**src/rtl/bg_controller.sv**
```systemverilog
// Frame-level sequencer for an array of background-removal PEs: runs the sum phase,
// averages the per-PE channel sums into an expected background colour, then runs bg removal.
module bg_controller #(
    parameter int LOG2_PE = 2,
    localparam int NUM_PE = 2 ** LOG2_PE
) (
    input  logic                  Clk,
    input  logic                  Reset,
    input  logic                  Start,
    input  logic                  Ack,
    input  logic [7:0]            threshold_in,
    input  logic [7:0]            desired_bg_r_in,
    input  logic [7:0]            desired_bg_g_in,
    input  logic [7:0]            desired_bg_b_in,
    input  logic [8*NUM_PE-1:0]   red_sum_bus,
    input  logic [8*NUM_PE-1:0]   green_sum_bus,
    input  logic [8*NUM_PE-1:0]   blue_sum_bus,
    input  logic [NUM_PE-1:0]     pe_Qsd,
    input  logic [NUM_PE-1:0]     pe_Qbgd,
    output logic                  Start_Sum,
    output logic                  Start_BgRemoval,
    output logic                  pe_Ack,
    output logic [7:0]            red_exp,
    output logic [7:0]            green_exp,
    output logic [7:0]            blue_exp,
    output logic [7:0]            threshold,
    output logic [7:0]            desired_bg_r,
    output logic [7:0]            desired_bg_g,
    output logic [7:0]            desired_bg_b,
    output logic                  Qi,
    output logic                  Qsum,
    output logic                  Qacc,
    output logic                  Qbgr,
    output logic                  Qbgw,
    output logic                  Qdone,
    output logic                  Done
);

    localparam int IW = (LOG2_PE > 0) ? LOG2_PE : 1;
    localparam int AW = 8 + LOG2_PE;

    // One-hot encoding so the state register bits drive the Q* flags directly.
    typedef enum logic [5:0] {
        INIT = 6'b000001,
        SUM  = 6'b000010,
        ACC  = 6'b000100,
        BGR  = 6'b001000,
        BGW  = 6'b010000,
        DONE = 6'b100000
    } state_t;

    state_t          state;
    logic [IW-1:0]   idx;
    logic [AW-1:0]   red_acc, green_acc, blue_acc;
    logic [7:0]      red_byte, green_byte, blue_byte;
    logic [AW-1:0]   red_total, green_total, blue_total;
    logic [AW-1:0]   red_avg, green_avg, blue_avg;

    assign Qi    = state[0];
    assign Qsum  = state[1];
    assign Qacc  = state[2];
    assign Qbgr  = state[3];
    assign Qbgw  = state[4];
    assign Qdone = state[5];
    assign Done  = state[5];

    always_comb begin
        red_byte    = red_sum_bus[{idx, 3'b000} +: 8];
        green_byte  = green_sum_bus[{idx, 3'b000} +: 8];
        blue_byte   = blue_sum_bus[{idx, 3'b000} +: 8];
        red_total   = red_acc + AW'(red_byte);
        green_total = green_acc + AW'(green_byte);
        blue_total  = blue_acc + AW'(blue_byte);
        red_avg     = red_total >> LOG2_PE;
        green_avg   = green_total >> LOG2_PE;
        blue_avg    = blue_total >> LOG2_PE;
    end

    always_ff @(posedge Clk) begin
        if (Reset) begin
            state           <= INIT;
            idx             <= '0;
            red_acc         <= '0;
            green_acc       <= '0;
            blue_acc        <= '0;
            red_exp         <= '0;
            green_exp       <= '0;
            blue_exp        <= '0;
            threshold       <= '0;
            desired_bg_r    <= '0;
            desired_bg_g    <= '0;
            desired_bg_b    <= '0;
            Start_Sum       <= 1'b0;
            Start_BgRemoval <= 1'b0;
            pe_Ack          <= 1'b0;
        end else begin
            Start_Sum       <= 1'b0;
            Start_BgRemoval <= 1'b0;
            pe_Ack          <= 1'b0;
            case (state)
                INIT: begin
                    if (Start) begin
                        threshold    <= threshold_in;
                        desired_bg_r <= desired_bg_r_in;
                        desired_bg_g <= desired_bg_g_in;
                        desired_bg_b <= desired_bg_b_in;
                        Start_Sum    <= 1'b1;
                        state        <= SUM;
                    end
                end
                SUM: begin
                    if (&pe_Qsd) begin
                        red_acc   <= '0;
                        green_acc <= '0;
                        blue_acc  <= '0;
                        idx       <= '0;
                        state     <= ACC;
                    end
                end
                ACC: begin
                    red_acc   <= red_total;
                    green_acc <= green_total;
                    blue_acc  <= blue_total;
                    idx       <= idx + IW'(1);
                    if (idx == IW'(NUM_PE - 1)) begin
                        red_exp   <= red_avg[7:0];
                        green_exp <= green_avg[7:0];
                        blue_exp  <= blue_avg[7:0];
                        pe_Ack    <= 1'b1;
                        state     <= BGR;
                    end
                end
                BGR: begin
                    Start_BgRemoval <= 1'b1;
                    state           <= BGW;
                end
                BGW: begin
                    // Start_BgRemoval is high only in the first BGW cycle; stale done flags are ignored there.
                    if ((&pe_Qbgd) && !Start_BgRemoval) begin
                        state <= DONE;
                    end
                end
                DONE: begin
                    if (Ack) begin
                        pe_Ack <= 1'b1;
                        state  <= INIT;
                    end
                end
                default: state <= INIT;
            endcase
        end
    end

endmodule

```
**config.mk**
```make
export PLATFORM = sky130hd
export DESIGN_NAME = bg_controller
export DESIGN_NICKNAME = d
export VERILOG_FILES = /design/src/rtl/bg_controller.sv
export SDC_FILE = /design/constraint.sdc
export NUM_CORES = 1
export LEC_CHECK = 0
export CORE_ASPECT_RATIO = 1.75
export CORE_MARGIN = 5
export CORE_UTILIZATION = 34
export CTS_CLUSTER_SIZE = 14
export DETAILED_ROUTE_END_ITERATION = 12
export GPL_ROUTABILITY_DRIVEN = 0
export SLEW_MARGIN = 20
export SYNTH_ARGS = -nofsm -noshare
export SYNTH_HDL_FRONTEND = slang
export SYNTH_SLANG_ARGS = --single-unit
```
**constraint.sdc**
```tcl
create_clock -name Clk -period 8 [get_ports Clk]
set_input_delay 1.6 -clock Clk [delete_from_list [all_inputs] [get_ports Clk]]
set_output_delay 1.6 -clock Clk [all_outputs]
set_load 0.01 [all_outputs]
```
==> qor.csv <==
stage,metric,value,unit
cells_and_area,Nets,986,
critical_path,"Req. time, crit path",8.23,ns
critical_path,"Buf+Inv Stages, Crit Path",2,
clocking,PostCTS Resize Cnt,0,
outcome,status,"complete, no violations",
timing,total setup violations reported at the end of the flow,0,
routing,met2 wire length,8500,um
floorplan,Die Span Y,178,um
synthesis,Synth area leaders,"dfxtp_1 36%, mux4_2 9.9%, nand2_1 7.8%",
cells_and_area,Fillers,1541,
routing,post-route antenna net violation count,0,
routing,final wirelength,16600,um
floorplan,Die Area,18800,um^2
grt,first-pass GRT wire length,26500,um
synthesis,Synth area leader,dfxtp_1,
floorplan,Ports,206,
timing,final worst slack,4.01,ns
routing,M1 wire length,6800,um
timing,"Slew Viols, Final",0,
clocking,Clock Pin Slew Worst Setup and Hold Paths,0.07,ns
critical_path,"Largest stage delay, worst path",0.47,ns
cells_and_area,post-route insts no fill,1012,
clocking,hold buffers post-CTS,0,
floorplan,core region area,15900,um^2
routing,Via density,5.33,
timing,RSZ-0062 raised after global routing,false,
hold_path,hold crit path type,flip-flop to flip-flop,
critical_path,critical path class,primary input to flip-flop,
clocking,setup repair bufs after CTS,0,
synthesis,Post-Synthesis Cell Area,5470,um^2
synthesis,Post-Syn Nets,809,
grt,grt total ovfl,0,
synthesis,Yosys reg bits,97,
critical_path,worst-path maximum fanout,3,
critical_path,worst reg2reg setup slack,4.55,ns
synthesis,yosys warns,0,
placement,dpl cells,996,
timing,Final Hold Vio Count,0,
clocking,CTS tree,built,
clocking,Clock Path Buffers,2,
critical_path,Crit-path slowest cell,mux4_2,
routing,DR iter-0 viols,308,
synthesis,fraction of registers with async set/reset,0,%
floorplan,initial core utilization,34.4,%
floorplan,DIE WIDTH,106,um
cells_and_area,Util after Layout,49.7,%
timing,Final Critical Period,3.99,ns
grt,pin count of the biggest net entering global routing,51,
timing,crit share post-route,49.9,%
synthesis,"Seq/Total Area, Yosys",35.5,%
grt,overall routing resource usage,17.2,%
routing,DRC viols,0,
cells_and_area,most frequent cells in the layout,"204 x clkdlybuf4s50_1, 114 x nand2_1, 96 x dfxtp_1",
routing,First-pass DRT Iterations,4,
critical_path,CP Launch Type,primary input,
job,max-cap check violation count,0,
floorplan,num rows,61,
timing,total negative slack,0,ns
critical_path,"CP delay by family, top",compound AO/OA/AOI/OAI gates,
grt,initial antenna violation count,0,
synthesis,Synth top area share,35.5,%
pwr,Peak VDD IR,0.0883,mV
cells_and_area,layout cells sized above 1,6.80,%
timing,hold_ws,0.453,ns
timing,Slew headroom,28.6,%
placement,Placed Area,7600,um^2
routing,Met3 Wirelength,971,um
clocking,Worst-Skew Late Latency,0.34,ns
pwr,total power,1.17,mW
routing,Highest Signal Layer,met4,
synthesis,Synth cell types,53,
cells_and_area,design area,7890,um^2
clocking,clock sinks,97,
pwr,Lkg Pwr,2.84,nW
routing,drt wl/cell,16.4,um
cells_and_area,area of the multi-input gates,3270,um^2
synthesis,Post-synth top flop,dfxtp_1,
timing,worst slew pin tran,1.07,ns
cells_and_area,register area,1940,um^2
routing,Vias,5393,
timing,FMAX,0.250,GHz
cells_and_area,Synth-to-Final Area Change,44.2,%
placement,Place WS,3.63,ns
synthesis,syn avg cell area,8.53,um^2
grt,vias in the first global route,5545,
placement,Port-buffer cells,205,
timing,clock skew,0.00955,ns
clocking,CTS H-tree lvls,3,
clocking,root buf cell,clkbuf_16,
critical_path,CP Capture Type,flip-flop,
pwr,PD cells,149,nW/um^2
cells_and_area,ant diodes,0,
placement,DP HPWL,12700,um
cells_and_area,"commonest non-fill, non-tap cell in the layout",clkdlybuf4s50_1,
critical_path,worst path cell trace,clkdlybuf4s50_1 -> mux4_2 -> ha_1 -> inv_1 -> fa_1 -> nor2b_1 -> o31ai_1 -> a21boi_0 -> nor4b_1 -> a311o_1,
synthesis,Post-synth EDFFs,0,
clocking,CTS buffer count,9,
synthesis,Synth Instances,641,
critical_path,Crit path arrival time,4.22,ns
## cells in the mapped netlist (all sizes together) (4+ instances only)
cell / count
buf: 15
a21boi: 5
o311ai: 5
inv: 13
clkbuf: 31
nor2: 48
nand3: 31
nor3: 12
and2: 6
o31ai: 4
or4: 6
nand3b: 4
mux4: 24
a21oi: 68
a31oi: 10
a211oi: 6
xor2: 4
mux2i: 7
o21ai: 22
a22oi: 15
xnor2: 6
nor4: 4
nor2b: 4
dfxtp: 97
o21a: 5
ha: 25
nor4b: 12
a21o: 7
nand2: 114
## worst register-to-register path, cell delays in order (launching register included)
cell and delay (ns):
dfxtp_2 0.96, mux4_2 0.62, ha_1 0.23, inv_1 0.08
fa_1 0.21, nor2b_1 0.06, o31ai_1 0.36, a21boi_0 0.27
nor4b_1 0.21, a311o_1 0.34
## flip-flops by register name, indices dropped and copies added (netlist names)
signal and count:
desired_bg_r 8, idx 2, red_acc 10, state 6, red_exp 8, blue_acc 10
green_exp 8, threshold 8, desired_bg_g 8, Start_BgRemoval 1, pe_Ack 1, desired_bg_b 8
Start_Sum 1, green_acc 10, blue_exp 8
## cell families after synthesis
| family | Yosys count | synth area share [%] |
|---|---|---|
| AND/OR/NAND/NOR | 261 | 22.9 |
| AO/OA/AOI/OAI | 155 | 17.2 |
| flip-flops | 97 | 35.5 |
| buffers and inverters | 59 | 4.80 |
| multiplexers | 31 | 11.2 |
| adder cells (fa/ha/maj) | 28 | 6.82 |
| XOR/XNOR | 10 | 1.60 |
## layer usage
layer  global-route usage (%)  vias to the layer above
met1                     19.4                     2516
met2                     31.8                      181
met4                     5.56                        0
met5                        0                        -
met3                     3.68                       22
li1                         -                     2674
## where the power goes
part           internal (mW)  switching [mW]
Combinational          0.136          0.0998
Clock                  0.218           0.202
Sequential             0.505          0.0143
## cell type report
type	instances	share of cell area [%]
clock inverters	7	0.809
inverters	13	0.619
clock buffers	9	2.86
well taps	189	3.00
repair buffers	212	26.6
flip-flops and latches	97	24.6
multi-input cells	485	41.5
## final timing paths
check                         from           to  cells after the start
hold / removal         blue_exp[0]  blue_exp[0]                      2
setup / recovery  blue_sum_bus[16]  blue_exp[6]                     10
hold reg to reg        blue_exp[0]  blue_exp[0]                      2
setup reg to reg            idx[0]  blue_exp[6]                      9
Power figures use the tool's default switching activity.
